--- config.mk ---
export PLATFORM = sky130hd
export DESIGN_NAME = magma_key_sched_flat
export DESIGN_NICKNAME = d
export VERILOG_FILES = /design/src/rtl/magma_key_sched_if.sv /design/src/rtl/magma_key_sched.sv /design/src/flat_wrapper.sv
export SDC_FILE = /design/constraint.sdc
export NUM_CORES = 1
export LEC_CHECK = 0
export BUFFER_PORTS_ARGS = -buffer_cell sky130_fd_sc_hd__clkbuf_2
export CORE_MARGIN = 3
export CORE_UTILIZATION = 44
export CTS_CLUSTER_SIZE = 12
export DETAILED_ROUTE_END_ITERATION = 8
export GPL_TIMING_DRIVEN = 0
export HOLD_SLACK_MARGIN = 0.03
export PLACE_DENSITY = 0.67
export SYNTH_ARGS = -nofsm -noshare
export SYNTH_HDL_FRONTEND = slang
export SYNTH_SLANG_ARGS = --single-unit
--- constraint.sdc ---
create_clock -name clk -period 7.9 [get_ports clk]
set_clock_uncertainty 0.15 [all_clocks]
set_input_delay 1.58 -clock clk [delete_from_list [all_inputs] [get_ports clk]]
set_output_delay 1.58 -clock clk [all_outputs]
set_load 0.01 [all_outputs]
--- src/rtl/magma_key_sched_if.sv ---
// Key-load and round-key streaming bundle between the Magma key schedule and its neighbours.
// The master side loads key words and consumes round keys; the slave side is the key schedule.
interface magma_key_sched_if #(
   parameter int WORD_W = 32
);
   logic              key_wr;
   logic [WORD_W-1:0] key_word;
   logic              key_ready;
   logic              key_loaded;
   logic              start;
   logic              decrypt;
   logic              rk_valid;
   logic              rk_ready;
   logic [WORD_W-1:0] rk;
   logic [4:0]        rk_idx;
   logic              rk_last;
   logic              busy;

   modport master (
      output key_wr, key_word, start, decrypt, rk_ready,
      input  key_ready, key_loaded, rk_valid, rk, rk_idx, rk_last, busy
   );

   modport slave (
      input  key_wr, key_word, start, decrypt, rk_ready,
      output key_ready, key_loaded, rk_valid, rk, rk_idx, rk_last, busy
   );
endinterface

--- src/rtl/magma_key_sched.sv ---
// Magma (GOST 28147-89) key schedule: stores a 256-bit key as 8 words and
// streams the 32 encrypt or decrypt round keys over a valid/ready handshake.
module magma_key_sched #(
   parameter int WORD_W = 32,
   parameter int NWORDS = 8
) (
   input logic              clk,
   input logic              rst,
   magma_key_sched_if.slave ks
);

   typedef enum logic [1:0] {
      ST_EMPTY,
      ST_LOADING,
      ST_KEYED,
      ST_STREAM
   } state_t;

   state_t            state_q, state_d;
   logic [2:0]        wcnt_q, wcnt_d;
   logic [4:0]        ridx_q, ridx_d;
   logic [4:0]        ridx_nxt;
   logic              dir_q, dir_d;
   logic [WORD_W-1:0] key_mem_q [NWORDS];
   logic [WORD_W-1:0] key_mem_d [NWORDS];
   logic              key_ready_q, key_ready_d;
   logic              key_loaded_q, key_loaded_d;
   logic              rk_valid_q, rk_valid_d;
   logic [WORD_W-1:0] rk_q, rk_d;
   logic              rk_last_q, rk_last_d;
   logic              busy_q, busy_d;

   // Encrypt runs K0..K7 three times then K7..K0; decrypt runs K0..K7 once then
   // K7..K0 three times. Reversal within a group of 8 is just the inverted low bits.
   function automatic logic [2:0] sched_slot(input logic dir, input logic [4:0] idx);
      logic rev;
      rev = dir ? (idx[4:3] != 2'd0) : (idx[4:3] == 2'd3);
      return rev ? ~idx[2:0] : idx[2:0];
   endfunction

   assign ridx_nxt = ridx_q + 5'd1;

   always_comb begin
      state_d      = state_q;
      wcnt_d       = wcnt_q;
      ridx_d       = ridx_q;
      dir_d        = dir_q;
      key_mem_d    = key_mem_q;
      key_loaded_d = key_loaded_q;
      rk_valid_d   = rk_valid_q;
      rk_d         = rk_q;
      rk_last_d    = rk_last_q;
      busy_d       = busy_q;

      case (state_q)
         ST_EMPTY, ST_LOADING: begin
            if (ks.key_wr) begin
               key_mem_d[wcnt_q] = ks.key_word;
               wcnt_d            = wcnt_q + 3'd1;
               if (wcnt_q == 3'd7) begin
                  state_d      = ST_KEYED;
                  key_loaded_d = 1'b1;
               end else begin
                  state_d = ST_LOADING;
               end
            end
         end

         ST_KEYED: begin
            // A write here starts a full reload and takes priority over start.
            if (ks.key_wr) begin
               key_mem_d[0] = ks.key_word;
               wcnt_d       = 3'd1;
               key_loaded_d = 1'b0;
               state_d      = ST_LOADING;
            end else if (ks.start) begin
               dir_d      = ks.decrypt;
               ridx_d     = 5'd0;
               rk_d       = key_mem_q[sched_slot(ks.decrypt, 5'd0)];
               rk_last_d  = 1'b0;
               rk_valid_d = 1'b1;
               busy_d     = 1'b1;
               state_d    = ST_STREAM;
            end
         end

         ST_STREAM: begin
            if (ks.rk_ready) begin
               if (ridx_q == 5'd31) begin
                  rk_valid_d = 1'b0;
                  busy_d     = 1'b0;
                  rk_last_d  = 1'b0;
                  state_d    = ST_KEYED;
               end else begin
                  ridx_d    = ridx_nxt;
                  rk_d      = key_mem_q[sched_slot(dir_q, ridx_nxt)];
                  rk_last_d = (ridx_nxt == 5'd31);
               end
            end
         end

         default: state_d = ST_EMPTY;
      endcase

      key_ready_d = (state_d != ST_STREAM);
   end

   always_ff @(posedge clk) begin
      if (rst) begin
         state_q      <= ST_EMPTY;
         wcnt_q       <= 3'd0;
         ridx_q       <= 5'd0;
         dir_q        <= 1'b0;
         key_mem_q    <= '{default: '0};
         key_ready_q  <= 1'b1;
         key_loaded_q <= 1'b0;
         rk_valid_q   <= 1'b0;
         rk_q         <= '0;
         rk_last_q    <= 1'b0;
         busy_q       <= 1'b0;
      end else begin
         state_q      <= state_d;
         wcnt_q       <= wcnt_d;
         ridx_q       <= ridx_d;
         dir_q        <= dir_d;
         key_mem_q    <= key_mem_d;
         key_ready_q  <= key_ready_d;
         key_loaded_q <= key_loaded_d;
         rk_valid_q   <= rk_valid_d;
         rk_q         <= rk_d;
         rk_last_q    <= rk_last_d;
         busy_q       <= busy_d;
      end
   end

   assign ks.key_ready  = key_ready_q;
   assign ks.key_loaded = key_loaded_q;
   assign ks.rk_valid   = rk_valid_q;
   assign ks.rk         = rk_q;
   assign ks.rk_idx     = ridx_q;
   assign ks.rk_last    = rk_last_q;
   assign ks.busy       = busy_q;

endmodule

--- src/flat_wrapper.sv ---
// flat-port wrapper written by rule: the top's interface ports become plain ports
module magma_key_sched_flat 
#(
   parameter int WORD_W = 32,
   parameter int NWORDS = 8
)
  (clk, rst, ks_key_wr, ks_key_word, ks_start, ks_decrypt, ks_rk_ready, ks_key_ready, ks_key_loaded, ks_rk_valid, ks_rk, ks_rk_idx, ks_rk_last, ks_busy);
  magma_key_sched_if #(.WORD_W(WORD_W)) ks_i ();
  input logic clk;
  input logic rst;
  input wire logic [$bits(ks_i.key_wr)-1:0] ks_key_wr;
  input wire logic [$bits(ks_i.key_word)-1:0] ks_key_word;
  input wire logic [$bits(ks_i.start)-1:0] ks_start;
  input wire logic [$bits(ks_i.decrypt)-1:0] ks_decrypt;
  input wire logic [$bits(ks_i.rk_ready)-1:0] ks_rk_ready;
  output wire logic [$bits(ks_i.key_ready)-1:0] ks_key_ready;
  output wire logic [$bits(ks_i.key_loaded)-1:0] ks_key_loaded;
  output wire logic [$bits(ks_i.rk_valid)-1:0] ks_rk_valid;
  output wire logic [$bits(ks_i.rk)-1:0] ks_rk;
  output wire logic [$bits(ks_i.rk_idx)-1:0] ks_rk_idx;
  output wire logic [$bits(ks_i.rk_last)-1:0] ks_rk_last;
  output wire logic [$bits(ks_i.busy)-1:0] ks_busy;
  assign ks_i.key_wr = ks_key_wr;
  assign ks_i.key_word = ks_key_word;
  assign ks_i.start = ks_start;
  assign ks_i.decrypt = ks_decrypt;
  assign ks_i.rk_ready = ks_rk_ready;
  assign ks_key_ready = ks_i.key_ready;
  assign ks_key_loaded = ks_i.key_loaded;
  assign ks_rk_valid = ks_i.rk_valid;
  assign ks_rk = ks_i.rk;
  assign ks_rk_idx = ks_i.rk_idx;
  assign ks_rk_last = ks_i.rk_last;
  assign ks_busy = ks_i.busy;
  magma_key_sched #(.WORD_W(WORD_W), .NWORDS(NWORDS)) u_core (.clk(clk), .rst(rst), .ks(ks_i));
endmodule
# After elaboration in Yosys (flattened, before gate mapping)
# Cells that the tools add are included.
# Widths: inputs -> output; s select.
[totals] inputBits=38 mem_bits_rw=0 reg_bits=303 n_memories=0 out_inout_bits=42 latchBits=0 word_cells=100 romBits=0
[op_classes] n_div=0 n_addsub=2 multipliers=0 n_mux=45 n_lt_le_gt_ge=3 shifts=0 bitwise=4 eq_ne=16 reduce_logical=13
[ops] cell="$bwmux 256" count=1
[ops] cell="$mux 256" count=1
[ops] cell="$mux 32" count=8
[ops] cell="$pmux 32 s2" count=2
[ops] cell="$bmux 32 s3" count=1
[ops] cell="$demux 32 s3" count=1
[ops] cell="$mux 5" count=4
[ops] cell="$ne 2x2->1 const B" count=7
[ops] cell="$mux 1" count=12
[ops] cell="$mux 2" count=6
[ops] cell="$eq 5x5->1 const B" count=2
[ops] cell="$pmux 5 s2" count=1
[ops] cell="$reduce_and 5->1" count=2
[ops] cell="$mux 3" count=3
[ops] cell="$ge 4x4->1 const B" count=2
[ops] cell="$not 3->4" count=2
[ops] cell="$reduce_and 4->1" count=2
[ops] cell="$eq 2x2->1 const B" count=3
[ops] cell="$pmux 1 s2" count=3
[ops] cell="$pmux 2 s3" count=1
[ops] cell="$pmux 3 s2" count=1
[ops] cell="$reduce_and 3->1" count=2
[ops] cell="$reduce_bool 2->1" count=3
[ops] cell="$add 5x1->5 const B" count=1
[ops] cell="11 further kinds" count=12

# Depth between registers and ports, before layout
[logic_depth] word_depth=11 mapped_depth=13 ltp_nobuf=9

# Worst setup path before layout
# OpenSTA, ideal clock, no wires.
[synth_path] path_kind="input to register" from="in ks_key_wr" to="reg u_core.rk_q[0], in the netlist u_core.ks.rk[0]" t_required_ns=7.611 setup_ns=0.139 t_arrival_ns=3.091 path_slack_ns=4.520 cell_stages=8 path_buffers=3 path_cell_list="buf_2 nor2_1 and2_1 o21a_1 clkbuf_1 o21a_1 buf_2 a311oi_2"
[synth_between] elab_chain_len=2
[synth_rtl] item="start: declaration" line="flat_wrapper.sv:11" rtl="input wire logic [$bits(ks_i.key_wr)-1:0] ks_key_wr;"
[synth_rtl] item="$ne 2x2->1 (no source line)"
[synth_rtl] item="$reduce_and 5->1 (no source line)"
[synth_rtl] item="end signal: assignment" line="magma_key_sched.sv:130" rtl="rk_q <= rk_d;"
[synth_rtl] item="end: declaration" line="magma_key_sched.sv:29" rtl="logic [WORD_W-1:0] rk_q, rk_d;"
# Every way passes these cells.
# A chain may end at the register's enable or synchronous reset.

# Worst setup path after layout
[layout_path] from="reg u_core.ridx_q[0], in the netlist u_core.ks.rk_idx[0]" to="reg u_core.rk_q[8], in the netlist u_core.ks.rk[8]"
[layout_between] elab_chain_len=11 elab_cells_between_ends=16 cone_classes="1 x add/sub; 3 x eq/ne; 8 x mux; 2 x bitwise; 2 x reduce/logical"
[layout_rtl] item="start: declaration" line="magma_key_sched.sv:21" rtl="logic [4:0] ridx_q, ridx_d;"
[layout_rtl] item="start signal: assignment" line="magma_key_sched.sv:124" rtl="ridx_q <= ridx_d;"
[layout_rtl] item="$add 5x1->5" line="magma_key_sched.sv:41" rtl="assign ridx_nxt = ridx_q + 5'd1;"
[layout_rtl] item="$eq 2x2->1 or $reduce_bool 2->1 (tied branches)" line="magma_key_sched.sv:37" rtl="rev = dir ? (idx[4:3] != 2'd0) : (idx[4:3] == 2'd3);"
[layout_rtl] item="$mux 1" line="magma_key_sched.sv:37"
[layout_rtl] item="$mux 3" line="magma_key_sched.sv:38" rtl="return rev ? ~idx[2:0] : idx[2:0];"
[layout_rtl] item="$not 3->4 (implied by the code)" line="magma_key_sched.sv:96" rtl="rk_d = key_mem_q[sched_slot(dir_q, ridx_nxt)];"
[layout_rtl] item="$bmux 32 s3" line="magma_key_sched.sv:96"
[layout_rtl] item="$mux 32 (implied by the code) (2 in series)" line="magma_key_sched.sv:96"
[layout_rtl] item="$mux 32" line="magma_key_sched.sv:89" rtl="if (ridx_q == 5'd31) begin"
[layout_rtl] item="$mux 32" line="magma_key_sched.sv:88" rtl="if (ks.rk_ready) begin"
[layout_rtl] item="$pmux 32 s2" line="magma_key_sched.sv:55" rtl="case (state_q)"
# Several ways; a longest one is shown, not always the timed one. The select of a mux whose other input is x is not followed.

==> impl_results.md <==
- Hold Path Class: reg2reg
- Critical R2R Capture: u_core.ks.rk[8]
- Initial Utilization: 0.447
- Maximum vdd drop: 0.110 mV
- IO Pins: 80
- End of the worst hold path: u_core.key_mem_q[22]
- # clock sinks: 303
- Nets: 2,401
- Hold buffers post-CTS: 0
- Die Ht: 205 um
- Die area: 41,900 um2
- Gates resized, CTS repair: 0
- Distinct cells, synth: 69
- Slew @ Worst Pin: 1.55 ns
- Worst reg2reg path startpoint: u_core.ks.rk_idx[0]
- Startpoint Class: flop
- Post-CTS repair timing setup buffer count: 0
- Hold Fails Final Rpt: 0
- Worst hold slack: 0.301 ns
- Max-slew violation count: 6
- Ys Warns: 0
- #FFs+latches synth: 303
- Sw Ratio: 0.251
- Reg clk slew, reported paths: 0.06 ns
- Initial antenna violation count: 1
- Post-layout util: 0.501
- Routability Congestion: 1.01
- Logic pwr share: 0.062
- Total wire length: 68,000 um
- Worst path arrival time: 5.44 ns
- Violated checks: capacitance limit, slew limit
- Maximum clock frequency: 0.192 GHz
- Flop pwr share: 0.449
- Iteration-0 DRC Markers: 2,407
- GRT Resource Usage Total: 0.315
- Largest net degree at the start of global routing: 13
- Via-to-Cell Ratio: 6.21
- Power density cells: 180 nW/um2
- EDFF count, synth: 0
- Crit Path Class: reg2reg
- Clock Latency Late Sink: 0.54 ns
- Wire per inst: 23.4 um
- Int Power: 2.62 mW
- Post-synthesis area per instance: 7.64 um2
- Die X: 205 um
- Final setup fails: 0
- Static Leak: 5.96 nW
- Synth async-reset ratio: 0
- H-tree levels: 2
- NetSw: 0.876 mW
- Critical path required time: 8.13 ns
- Max_slew headroom: -0.0476
- DRT Pass-1 Iters: 6
- Via Count: 18,000
- Max-Cap Viols: 1
- N_diodes: 0
- Rows: 72
- Critical Path Sink Type: flop
- CTS tree: built
- Vias in the first global route: 17,200
- Port bufs: 45
- Area of the core: 38,800 um2
- R2R setup slack: 2.69 ns
- Post-layout minimum cycle time: 5.21 ns
- Synth Flop Type: dfxtp_1
- RSZ-0062 raised after global routing: no
- Setup TNS: 0 ns
- Area grow syn2layout: 11.9%
- Status: finished, violations left
- Grt ovf: 0
- Worst R2R Path Depth: 12
- CP max FO: 10
- Post-route ant nets: 0
- Synthesized cell area: 17,400 um2
- First-pass GRT wire length: 102,000 um
- Post-Syn Nets: 2,318
- Power share of the clock group: 0.489
- Final period utilization: 0.660
- Layout cells sized above 1: 0.139
- CTS Root Buffer Type: clkbuf_16
- Worst Hold Path Cells: 2
- Drt drc: 0
- CTS Buffer Depth: 3
- Num CTS Buffers: 36
- Min-delay src: u_core.key_mem_q[22]
- Sequential share of the synthesized area: 0.349
- Mapped Cells: 2,275
- Post-DP HPWL: 50,300 um
-- kinds of logic (layout without fill, tap and decap cells) --
group	count (synthesis)	count (layout)	synth area share
muxes	37	37	0.0475
xor gates and xnor gates	3	3	0.00195
AOI/OAI and AO/OA	696	696	0.291
buffers and inverters	286	395	0.0779
adders and majority gates	6	6	0.00418
and+or+nand+nor	944	944	0.228
DFF	303	303	0.349
-- registers in the layout, summed over array words and instances, names as in the netlist --
signal / cells
u_core.dir_q: 1
u_core.wcnt_q: 3
u_core.ks.key_ready: 1
u_core.key_mem_q: 256
u_core.ks.key_loaded: 1
u_core.ks.rk: 32
u_core.state_q: 2
u_core.ks.rk_idx: 5
u_core.ks.rk_last: 1
u_core.ks.rk_valid: 1
-- worst max-delay path, cell delays in order, from the launching register on --
cell and delay [ns]:
dfxtp_1 0.42, inv_2 0.28, clkbuf_1 0.60, buf_1 0.61, ha_1 0.49, buf_2 0.29
buf_2 0.27, clkinv_1 0.45, clkbuf_1 0.45, a21oi_1 0.24, a21oi_1 0.06, o32ai_1 0.53
a311oi_2 0.17
-- cell usage in the layout (no fill, tap or decap), types with 32 or more instances in the layout --
| cell | netlist | layout |
|---|---|---|
| a21oi_1 | 331 | 331 |
| a311oi_2 | 32 | 32 |
| a31oi_1 | 32 | 32 |
| buf_2 | 70 | 70 |
| clkbuf_1 | 147 | 154 |
| clkbuf_16 | 0 | 37 |
| clkbuf_2 | 0 | 45 |
| dfxtp_1 | 303 | 303 |
| inv_1 | 33 | 33 |
| nand2_1 | 713 | 713 |
| nand2b_1 | 96 | 96 |
| nand3_1 | 42 | 42 |
| nor2_1 | 54 | 54 |
-- worst max path at each step --
stage / cells past startpoint / to / start / slack, ns
3_3_place_gp: 13 / u_core.ks.rk[23] / u_core.ks.rk_idx[0] / 3.09
3_5_place_dp: 13 / u_core.ks.rk[23] / u_core.ks.rk_idx[0] / 3.02
6_report: 12 / u_core.ks.rk[8] / u_core.ks.rk_idx[0] / 2.69
5_1_grt: 13 / u_core.ks.rk[23] / u_core.ks.rk_idx[0] / 2.68
4_1_cts: 13 / u_core.ks.rk[23] / u_core.ks.rk_idx[0] / 3.02
2_1_floorplan: 8 / u_core.ks.rk[0] / ks_key_wr / 4.52
-- synthesized netlist by cell type, types with 3 or more instances --
library cell	number	share of area
a2bb2oi_1	30	0.015
o31a_1	31	0.016
buf_6	18	0.012
buf_2	70	0.020
clkbuf_1	147	0.032
nor3_1	9	0.0026
buf_4	11	0.0048
o21ai_0	31	0.0089
and2_1	3	0.0011
nand2_1	713	0.15
a21oi_1	331	0.095
ha_1	5	0.0036
a31o_1	30	0.015
o22ai_1	30	0.011
nor2_1	54	0.012
o21ai_1	5	0.0014
nor2b_1	3	0.0011
nand2b_1	96	0.035
o2111a_1	31	0.020
a311oi_2	32	0.028
mux4_2	21	0.027
mux4_1	10	0.015
inv_1	33	0.0071
o2111ai_1	31	0.016
a22oi_1	3	0.0013
a31oi_1	32	0.012
nand4b_1	5	0.0025
buf_1	3	0.00065
dfxtp_1	303	0.35
nand3_1	42	0.012
nor3b_1	3	0.0013
a221oi_2	30	0.026
a31o_2	31	0.016
a221oi_1	3	0.0015
mux2i_1	3	0.0017
-- metal layers --
layer | routed length (um) | global-route usage | vias up
li1 | - | - | 8146
met1 | 27300 | 0.420 | 8505
met2 | 29500 | 0.490 | 1129
met3 | 8080 | 0.0750 | 229
met4 | 3090 | 0.134 | 2
met5 | 13 | 0 | -
-- power groups by stage --
stage	Sequential [mW]	Clock (mW)	Combinational (mW)
floorplan	1.59	0	0.135
global placement	1.60	0	0.204
detailed placement	1.60	0	0.207
CTS	1.57	1.71	0.208
global route	1.57	1.77	0.230
finish	1.57	1.71	0.218
-- metrics by stage --
step                      worst slack [ns]  power (mW)  instance area [um2]  cells
after floorplan                       4.52        1.73                17400   2275
after detailed placement              3.02        1.81                18200   2838
after CTS                             3.02        3.48                19400   2902
final                                 2.69        3.49                19400   2902
after global routing                  2.68        3.57                19400   2902
after global placement                3.09        1.80                18200   2838
-- area by class of cell --
class                           count  area (um2)
Buffer                            251        1220
Clock buffer                       53        1080
Clock inverter                     11         120
Fill cell                        3758       19400
Inverter                           35         131
Multi-Input combinational cell   1686        9960
Sequential cell                   303        6070
Tap cell                          518         648
Timing Repair Buffer               45         225
No activity file was read; power rests on OpenSTA's default activity.
